### src/rtl/frequency_meter.sv
`default_nettype none
// ============================================================================
// frequency_meter: counts rising edges of signal_in over a GATE_CYCLES window
// Revision: 1.0
// ============================================================================
module frequency_meter #(
  parameter int GATE_CYCLES = 50000000,
  parameter int GATE_WIDTH  = 26,
  parameter int COUNT_WIDTH = 16
) (
  input  logic                   clock,
  input  logic                   clear,
  input  logic                   enable,
  input  logic                   signal_in,
  output logic [COUNT_WIDTH-1:0] freq_out,
  output logic                   valid,
  output logic                   overflow
);

  localparam logic [GATE_WIDTH-1:0]  GATE_LAST = GATE_WIDTH'(GATE_CYCLES - 1);
  localparam logic [COUNT_WIDTH-1:0] COUNT_MAX = {COUNT_WIDTH{1'b1}};
  localparam logic [COUNT_WIDTH-1:0] COUNT_ONE = COUNT_WIDTH'(1);

  logic                   s1;
  logic                   s2;
  logic                   s3;
  logic [GATE_WIDTH-1:0]  gate_count;
  logic [COUNT_WIDTH-1:0] edge_count;
  logic                   ovf_acc;

  logic rise;
  logic saturated;
  logic terminal;

  assign rise      = s2 & ~s3;
  assign saturated = (edge_count == COUNT_MAX);
  assign terminal  = enable && (gate_count == GATE_LAST);

  always_ff @(posedge clock) begin
    if (clear) begin
      s1         <= 1'b0;
      s2         <= 1'b0;
      s3         <= 1'b0;
      gate_count <= '0;
      edge_count <= '0;
      ovf_acc    <= 1'b0;
      freq_out   <= '0;
      valid      <= 1'b0;
      overflow   <= 1'b0;
    end else begin
      // Synchronizer keeps sampling while paused so stale edges age out.
      s1    <= signal_in;
      s2    <= s1;
      s3    <= s2;
      valid <= 1'b0;
      if (terminal) begin
        // An edge in the terminal cycle belongs to the window being closed.
        freq_out   <= (rise && !saturated) ? edge_count + COUNT_ONE : edge_count;
        overflow   <= ovf_acc | (rise & saturated);
        valid      <= 1'b1;
        gate_count <= '0;
        edge_count <= '0;
        ovf_acc    <= 1'b0;
      end else if (enable) begin
        gate_count <= gate_count + GATE_WIDTH'(1);
        if (rise) begin
          if (saturated) begin
            ovf_acc <= 1'b1;
          end else begin
            edge_count <= edge_count + COUNT_ONE;
          end
        end
      end
    end
  end

endmodule
`default_nettype wire

### config.mk
export PLATFORM = sky130hd
export DESIGN_NAME = frequency_meter
export DESIGN_NICKNAME = d
export VERILOG_FILES = /design/src/rtl/frequency_meter.sv
export SDC_FILE = /design/constraint.sdc
export NUM_CORES = 1
export LEC_CHECK = 0
export CAP_MARGIN = 20
export CORE_ASPECT_RATIO = 1.4
export CORE_MARGIN = 2
export CORE_UTILIZATION = 65
export CTS_BUF_LIST = sky130_fd_sc_hd__clkbuf_8
export CTS_CLUSTER_DIAMETER = 60
export DETAILED_ROUTE_END_ITERATION = 8
export PLACE_DENSITY_LB_ADDON = 0.05
export SLEW_MARGIN = 10
export SYNTH_ARGS = -nofsm -noshare
export SYNTH_HDL_FRONTEND = slang
export SYNTH_SLANG_ARGS = --single-unit
### constraint.sdc
create_clock -name clock -period 4.4 [get_ports clock]
set_clock_uncertainty 0.15 [all_clocks]
set_input_delay 1.1 -clock clock [delete_from_list [all_inputs] [get_ports clock]]
set_output_delay 1.1 -clock clock [all_outputs]
set_load 0.02 [all_outputs]
# Word level (Yosys, flattened, before mapping)
# Index checks and enable logic that the tools add are counted.
dict set report totals {
  reg_bits 64
  memories 0
  output_inout_bits 18
  wordCells 26
  rom_bits 0
  ram_bits 0
  latch_bits 0
}
dict set report classes {
  reduce_logical 6
  bitwise 5
  eq_ne 2
  div_mod_pow 0
  mul 0
  n_lt_le_gt_ge 0
  n_shift 0
  n_mux 2
  addsub 2
}
# op count
set ops {}
lappend ops {{26-bit by 1-bit adder with 26-bit output, second input constant} 1}
lappend ops {{26-bit equality test, second input constant} 1}
lappend ops {{16-bit by 1-bit adder with 16-bit output, second input constant} 1}
lappend ops {{16-bit equality test, second input constant} 1}
lappend ops {{16-bit 2-to-1 mux} 1}
lappend ops {{3-bit AND reduction} 2}
lappend ops {{1-bit bitwise AND} 2}
lappend ops {{1-bit logical AND} 2}
lappend ops {{1-bit inverter} 2}
lappend ops {{2-bit OR reduction} 1}
lappend ops {{1-bit logical NOT} 1}
lappend ops {{1-bit 2-to-1 mux} 1}
lappend ops {{1-bit bitwise OR} 1}

# Longest topological paths before layout
# Gate-level depths: netlist of the first run.
dict set report depth {
  ltp_word 4
  mapped_depth 8
  ltp_nobuf 6
}

# Worst setup path after synthesis of the first run
# Ideal clock, no wire load.
dict set report synth_timing {
  kind {input -> register}
  startpoint {in enable}
  endpoint {reg freq_out[10]}
  path_buffers 2
  path_stages 7
  setup_slack_ps 1518
  arrival_time_ps 2646
  cell_sequence {buf_2 > nand3_1 > or2_2 > nor3_1 > buf_2 > nor2_1 > a211oi_1}
}
dict set report synth_between {
  elab_chain_len 1
}
# item line_no
set synth_rtl {}
lappend synth_rtl {{start, declared} 13} ;# input logic enable,
lappend synth_rtl {{1-bit logical AND} 37} ;# assign terminal = enable && (gate_count == GATE_LAST);
lappend synth_rtl {{end signal, assigned} 58} ;# freq_out <= (rise && !saturated) ? edge_count + COUNT_ONE : edge_count;
lappend synth_rtl {{end, declared} 15} ;# output logic [COUNT_WIDTH-1:0] freq_out,
# No other way between the ends.
# A chain may end at the register's enable or synchronous reset.

# Worst setup path after layout of the first run
dict set report layout_timing {
  startpoint {in enable}
  endpoint {reg freq_out[14]}
}
# Same word-level chain as after synthesis.

==> impl_metrics.py, run 1 <==
metrics = {
    "run_status": {
        "status": "finished, final reports clean",
    },
    "critical_path": {
        "worstPathCellList": "clkdlybuf4s50_1 -> nand3_1 -> or3_1 -> nor4_4 -> buf_4 -> or2_1 -> buf_4 -> o22ai_1",
        "cp.depth": 8,
        "crit_path_max_fanout": 32,
        "regToRegStartpoint": "edge_count[0]$_SDFFE_PP0P_",
        "worst_r2r_endpoint": "freq_out[0]$_SDFFE_PP0P_",
        "startpoint_type": "input port",
        "ff2ff_setup_slack_ns": 1.75,
        "crit_type": "in -> reg",
        "worst-r2r-cell-count": 7,
        "cp_endpoint_kind": "flop",
        "timing.critical_path.buf_inv": 3,
        "worst_path_dominant_cell_family": "buffers and inverters",
        "critPathMaxStageDelay_ns": 0.62,
        "timing.critical_path.slowest_stage_cell": "sky130_fd_sc_hd__clkdlybuf4s50_1",
        "critPathRequiredTime_ns": 4.48,
        "cp_data_arrival_time_ns": 3.50,
        "worst_path_most_repeated_cell": "sky130_fd_sc_hd__buf_4",
    },
    "layout": {
        "layout.cells.most_common": "sky130_fd_sc_hd__dfxtp_1",
        "multi_input_comb_area_sq_um": 1623,
        "design_area_sq_um": 3477,
        "diodes": 0,
        "layout-drive-gt1-share": 0.08179,
        "area.growth.synth_to_final_pct": 14.27,
        "layout.cells.most_common_list": "64 x sky130_fd_sc_hd__dfxtp_1, 63 x sky130_fd_sc_hd__nor2_1, 33 x sky130_fd_sc_hd__xnor2_1",
        "num-nets-final": 380,
        "layout.area.seq_sq_um": 1281,
        "fillerInstances": 337,
    },
    "sta": {
        "setup_tns_ns": 0,
        "final-max-slew-violation-count": 0,
        "final_worst_path_cycle_share": 0.7774,
        "grt_setup_unrepaired": "false",
        "max-slew-margin-rel": 0.4949,
        "layout_min_cycle_time_ns": 3.421,
        "finalSetupViolations": 0,
        "tightest_slew_ns": 0.7553,
        "clock.fmax_mhz": 292.4,
        "report.final.hold_viol_count": 0,
    },
    "clocking": {
        "clock_path_buffers": 2,
        "cts_hold_repair.buffers": 0,
        "worst_setup_hold_path_clk_slew_ns": 0.07,
        "tritoncts": "done",
        "cts_made_buffers": 9,
        "cts.repair.resized": 0,
        "clk-insertion-delay-late_ns": 0.35,
        "cts-htree-levels": 3,
        "cts-root-buf": "sky130_fd_sc_hd__clkbuf_8",
        "clock-sinks": 64,
        "cts.repair_timing.setup_buffer_count": 0,
    },
    "job": {
        "max_cap_viols": 0,
    },
    "synth": {
        "synth-edff-count": 0,
        "synthesis.nets": 364,
        "mappedNetlistArea_sq_um": 3043,
        "sequential_element_share_of_the_synthesized_area": 0.4211,
        "ys.warnings.count": 0,
        "synth_seq_cells": 64,
        "synth_async_sr_flop_share": 0,
        "synthesis.area_per_instance_sq_um": 8.500,
        "dominant_synthesized_flop_cell": "sky130_fd_sc_hd__dfxtp_1",
        "number_of_unique_standard_cell_types_used_by_synthesis": 38,
        "syn_inst": 358,
    },
    "detailed_routing": {
        "dr_total_vias": 2527,
        "firstDrtPassIters": 4,
        "avg_wl_per_cell_microns": 13.88,
        "iter_0_drt_violations": 125,
        "drtAntennaViolNets": 0,
        "wirelength_mm": 6.121,
        "detail_route.drc_violations": 0,
        "via_per_inst": 5.730,
    },
    "place": {
        "place_congestion": 0.8457,
        "place.port_buffers": 21,
        "dpl.hpwl_mm": 4.223,
        "detailed_place.area_sq_um": 3271,
    },
    "floorplanning": {
        "design.core.area_sq_um": 4536,
        "die_y_microns": 84.96,
        "ioPinCount": 22,
        "start_util": 0.6709,
        "fp.dieArea_sq_um": 5252,
        "rows": 29,
        "fp.dieW_microns": 61.83,
    },
    "min_path": {
        "hold_class": "reg -> reg",
        "hp-start": "s1$_SDFF_PP0_",
        "hold_end": "s2$_SDFF_PP0_",
        "timing.hold.worst_path_depth": 1,
    },
    "power_and_ir_drop": {
        "vdd.ir_drop.worst_mv": 0.2618,
        "p_leak_uw": 0.001093,
        "power_density_nw_per_um2": 324.2,
    },
    "grt": {
        "grt_pass1_wl_mm": 10.37,
        "initial_antenna_violation_count": 0,
        "first_global_vias": 2445,
        "grt_overflow_total": 0,
        "track_usage": 0.2638,
        "pin_count_of_the_biggest_net_entering_global_routing": 33,
    },
}
cell usage after synthesis (2+ instances only):
| cell | instances | share of area |
|---|---|---|
| sky130_fd_sc_hd__buf_6 | 4 | 0.015 |
| sky130_fd_sc_hd__inv_1 | 7 | 0.0086 |
| sky130_fd_sc_hd__dfxtp_1 | 64 | 0.42 |
| sky130_fd_sc_hd__and4_1 | 5 | 0.014 |
| sky130_fd_sc_hd__a21oi_1 | 5 | 0.0082 |
| sky130_fd_sc_hd__or3_1 | 5 | 0.010 |
| sky130_fd_sc_hd__o21ai_0 | 6 | 0.0099 |
| sky130_fd_sc_hd__buf_2 | 3 | 0.0049 |
| sky130_fd_sc_hd__ha_1 | 2 | 0.0082 |
| sky130_fd_sc_hd__nand3_1 | 13 | 0.021 |
| sky130_fd_sc_hd__nand2b_1 | 4 | 0.0082 |
| sky130_fd_sc_hd__or2_2 | 2 | 0.0041 |
| sky130_fd_sc_hd__and3_1 | 7 | 0.014 |
| sky130_fd_sc_hd__mux2i_1 | 4 | 0.013 |
| sky130_fd_sc_hd__nand4_1 | 17 | 0.035 |
| sky130_fd_sc_hd__clkbuf_1 | 15 | 0.019 |
| sky130_fd_sc_hd__o22ai_1 | 3 | 0.0062 |
| sky130_fd_sc_hd__nor4_1 | 12 | 0.025 |
| sky130_fd_sc_hd__xor2_1 | 15 | 0.043 |
| sky130_fd_sc_hd__nor2_1 | 63 | 0.078 |
| sky130_fd_sc_hd__a211oi_1 | 12 | 0.030 |
| sky130_fd_sc_hd__or4_1 | 2 | 0.0049 |
| sky130_fd_sc_hd__nor3b_1 | 2 | 0.0049 |
| sky130_fd_sc_hd__nor2b_1 | 4 | 0.0082 |
| sky130_fd_sc_hd__xnor2_1 | 33 | 0.095 |
| sky130_fd_sc_hd__nor3_1 | 19 | 0.031 |
| sky130_fd_sc_hd__nand2_1 | 19 | 0.023 |
cells by family (layout without fill, tap and decap cells):
| kind of cell | after synthesis | after routing | share of synthesized area |
|---|---|---|---|
| flip-flops | 64 | 64 | 0.4211 |
| XOR/XNOR | 48 | 48 | 0.1382 |
| multiplexers | 5 | 5 | 0.01686 |
| adder cells (fa/ha/maj) | 2 | 2 | 0.008222 |
| buffers and inverters | 30 | 51 | 0.04934 |
| AO/OA/AOI/OAI | 27 | 27 | 0.05674 |
| AND/OR/NAND/NOR | 182 | 182 | 0.3096 |
worst register-to-register path, stage by stage (launching register included):
cell                       delay (ns)
sky130_fd_sc_hd__dfxtp_1         0.49
sky130_fd_sc_hd__ha_1            0.38
sky130_fd_sc_hd__nand3_1         0.19
sky130_fd_sc_hd__nor4_2          0.48
sky130_fd_sc_hd__buf_4           0.36
sky130_fd_sc_hd__nor2_1          0.11
sky130_fd_sc_hd__xnor2_1         0.16
sky130_fd_sc_hd__a211oi_1        0.24
report_power, final:
part,leakage (uW),internal [uW],switching (uW)
Clock,0.000101,290,226
Combinational,0.000475,8.91,16.9
Sequential,0.000516,583,2.97
flip-flops by register name (all words and copies together) (netlist names):
| name | cells |
|---|---|
| valid | 1 |
| freq_out | 16 |
| ovf_acc | 1 |
| s2 | 1 |
| overflow | 1 |
| edge_count | 16 |
| s3 | 1 |
| gate_count | 26 |
| s1 | 1 |
layout make-up:
| class | count | area share |
|---|---|---|
| Clock buffer | 11 | 0.04354 |
| Clock inverter | 5 | 0.01583 |
| Inverter | 7 | 0.007557 |
| Multi-Input combinational cell | 264 | 0.4667 |
| Sequential cell | 64 | 0.3685 |
| Tap cell | 62 | 0.02231 |
| Timing Repair Buffer | 28 | 0.07557 |
metrics by stage:
stage | setup slack (ns) | util | hold WS (ns) | total power [uW] | instances
3_3_place_gp | 0.7022 | 0.7211 | 0.2725 | 624.1 | 425
5_1_grt | 0.8225 | 0.7666 | 0.3206 | 1164 | 441
4_1_cts | 0.9817 | 0.7666 | 0.3112 | 1138 | 441
2_1_floorplan | 1.518 | - | 0.2638 | 620.7 | 358
6_report | 0.9795 | 0.7666 | 0.3024 | 1127 | 441
3_5_place_dp | 0.6218 | 0.7211 | 0.2911 | 624.8 | 425
worst max path at each step:
| stage | from | to | slack (ns) |
|---|---|---|---|
| floorplan | enable | freq_out[10]$_SDFFE_PP0P_ | 1.52 |
| finish | enable | freq_out[14]$_SDFFE_PP0P_ | 0.98 |
| detailed placement | enable | freq_out[14]$_SDFFE_PP0P_ | 0.62 |
| global route | enable | freq_out[14]$_SDFFE_PP0P_ | 0.82 |
| CTS | enable | freq_out[14]$_SDFFE_PP0P_ | 0.98 |
| global placement | enable | freq_out[13]$_SDFFE_PP0P_ | 0.70 |
layer usage:
layer	routed length, microns	track usage
met5	0	0
met4	197	0.1470
met3	214	0.07012
met2	3153	0.4325
met1	2555	0.2976
(Power assumes the default switching activity.)
==> run 2, diff against run 1 <==
- CORE_UTILIZATION: 65 -> 60
- clock period: 4.4 -> 3.4 ns (I/O delays scaled with it)
==> run 2 against run 1 <==
  * Global-route usage shrank 2.2 points
  * Highest routed layer unchanged
  * Sequential power grew 29%
  * Non-clock buffer count grew 3
  * First-iteration DRC count shrank 13%
==> impl_metrics.py, run 2 (synthesis gave the netlist of run 1 again) <==
metrics = {
    "detailed_routing": {
        "top_layer_used": "met4",
        "drtAntennaViolNets": 0,
        "iter_0_drt_violations": 109,
        "wirelength_mm": 6.208,
        "dr_total_vias": 2502,
        "m1WireLength_mm": 2.660,
        "avg_wl_per_cell_microns": 13.92,
        "detail_route.drc_violations": 0,
        "route.met2.wl_mm": 3.092,
        "wl_met3_microns": 220,
        "firstDrtPassIters": 4,
        "via_per_inst": 5.610,
    },
    "power_and_ir_drop": {
        "vdd.ir_drop.worst_mv": 0.2971,
        "p_leak_uw": 0.001110,
        "p_sw_uw": 308.3,
        "combPwrFrac": 0.026,
        "power_report.internal_total_uw": 1085,
        "seqPwrFrac": 0.544,
        "share_clk_of_total_power": 0.430,
        "power_density_nw_per_um2": 400.4,
        "power_switching_share": 0.2213,
    },
    "min_path": {
        "hold_class": "reg -> reg",
    },
    "layout": {
        "layout.cells.most_common_list": "64 x sky130_fd_sc_hd__dfxtp_1, 63 x sky130_fd_sc_hd__nor2_1, 33 x sky130_fd_sc_hd__xnor2_1",
        "fillerInstances": 408,
        "largest_registers": "gate_count x26, edge_count x16, freq_out x16",
        "layout.cells.most_common": "sky130_fd_sc_hd__dfxtp_1",
        "stdcell_count": 446,
        "largest_register_ff_count": 26,
        "area.growth.synth_to_final_pct": 14.35,
        "layout-drive-gt1-share": 0.08639,
        "design_area_sq_um": 3480,
        "finalCoreUtilization": 0.7131,
        "diodes": 0,
        "num-nets-final": 383,
        "top_register": "gate_count",
    },
    "sta": {
        "layout_min_cycle_time_ns": 2.712,
        "final_worst_path_cycle_share": 0.7975,
        "tightest_slew_ns": 0.6377,
        "report.final.hold_viol_count": 0,
        "finalSetupViolations": 0,
        "grt_setup_unrepaired": "false",
        "clock.fmax_mhz": 368.8,
        "final-max-slew-violation-count": 0,
        "setup_tns_ns": 0,
        "max-slew-margin-rel": 0.5749,
    },
    "run_status": {
        "status": "finished, final reports clean",
    },
    "grt": {
        "track_usage": 0.2414,
        "initial_antenna_violation_count": 0,
        "pin_count_of_the_biggest_net_entering_global_routing": 33,
        "first_global_vias": 2379,
        "grt_overflow_total": 0,
        "grt_pass1_wl_mm": 10.61,
    },
    "critical_path": {
        "cp_data_arrival_time_ns": 2.78,
        "cp_endpoint_kind": "flop",
        "startpoint_type": "input port",
        "crit_path_max_fanout": 32,
        "critPathRequiredTime_ns": 3.47,
        "crit_type": "in -> reg",
    },
    "place": {
        "detailed_place.area_sq_um": 3296,
        "dpl.hpwl_mm": 4.303,
        "placed_cells": 430,
        "place.port_buffers": 21,
        "place_congestion": 0.8853,
    },
    "clocking": {
        "cts.repair_timing.setup_buffer_count": 0,
        "cts.repair.resized": 0,
        "cts_made_buffers": 9,
        "worst_setup_hold_path_clk_slew_ns": 0.07,
        "clk-insertion-delay-late_ns": 0.34,
        "cts_hold_repair.buffers": 0,
        "cts-htree-levels": 3,
        "cts-root-buf": "sky130_fd_sc_hd__clkbuf_8",
        "clock_path_buffers": 2,
        "clock-sinks": 64,
        "tritoncts": "done",
    },
    "floorplanning": {
        "start_util": 0.6236,
        "die_y_microns": 88.26,
        "fp.dieW_microns": 64.19,
        "rows": 30,
        "ioPinCount": 22,
        "fp.dieArea_sq_um": 5665,
        "design.core.area_sq_um": 4880,
    },
    "job": {
        "max_cap_viols": 0,
    },
}
run 2: changes by cell type in the layout (fill, tap and decap cells not counted), sizes merged:
cell	delta
buf	+3
bufinv	-1
clkbuf	+1
clkinv	+1
clkinvlp	-2
inv	+1
run 2: worst paths after layout:
kind	end	start	slack, ns	cells after the start
setup / recovery	gate_count[11]$_SDFFE_PP0P_	enable	0.69	7
hold / removal	s2$_SDFF_PP0_	s1$_SDFF_PP0_	0.31	1
setup reg to reg	freq_out[0]$_SDFFE_PP0P_	edge_count[0]$_SDFFE_PP0P_	1.03	7
hold reg to reg	s2$_SDFF_PP0_	s1$_SDFF_PP0_	0.31	1
run 2: through the flow:
stage | total power (uW) | hold slack (ns) | setup WS, ns
6_report | 1393 | 0.3054 | 0.6884
5_1_grt | 1443 | 0.3143 | 0.5669
4_1_cts | 1410 | 0.3063 | 0.6938
3_5_place_dp | 810.7 | 0.2994 | 0.3365
3_3_place_gp | 809.7 | 0.2667 | 0.3998
2_1_floorplan | 803.3 | 0.2638 | 0.7682
run 2: layer usage:
metal	up-vias	global-route usage
met5	-	0
met4	0	0.1412
met3	16	0.06107
met2	52	0.4205
met1	1156	0.2667
li1	1278	-
run 2: final cells by class:
cell class / instances / area [sq um] / area share
Inverter: 7 / 26.28 / 0.007551
Timing Repair Buffer: 31 / 285.3 / 0.08198
Multi-Input combinational cell: 264 / 1623 / 0.4664
Tap cell: 64 / 80.08 / 0.02301
Clock buffer: 12 / 165.2 / 0.04746
Sequential cell: 64 / 1281 / 0.3682
Clock inverter: 4 / 18.77 / 0.005394
run 2: power groups by stage:
stage               clock network (uW)  logic [uW]  registers (uW)
finish                             600        35.8             758
global route                       644        40.6             758
CTS                                616        36.1             758
detailed placement                   0        35.9             775
global placement                     0        35.2             775
floorplan                            0        29.9             773
run 2: critical path, stage by stage:
cell                              delay (ns)
sky130_fd_sc_hd__clkdlybuf4s50_1        0.48
sky130_fd_sc_hd__nand3_1                0.15
sky130_fd_sc_hd__or3_1                  0.44
sky130_fd_sc_hd__nor4_4                 0.29
sky130_fd_sc_hd__or2_1                  0.15
sky130_fd_sc_hd__buf_4                  0.31
sky130_fd_sc_hd__nor2_1                 0.10
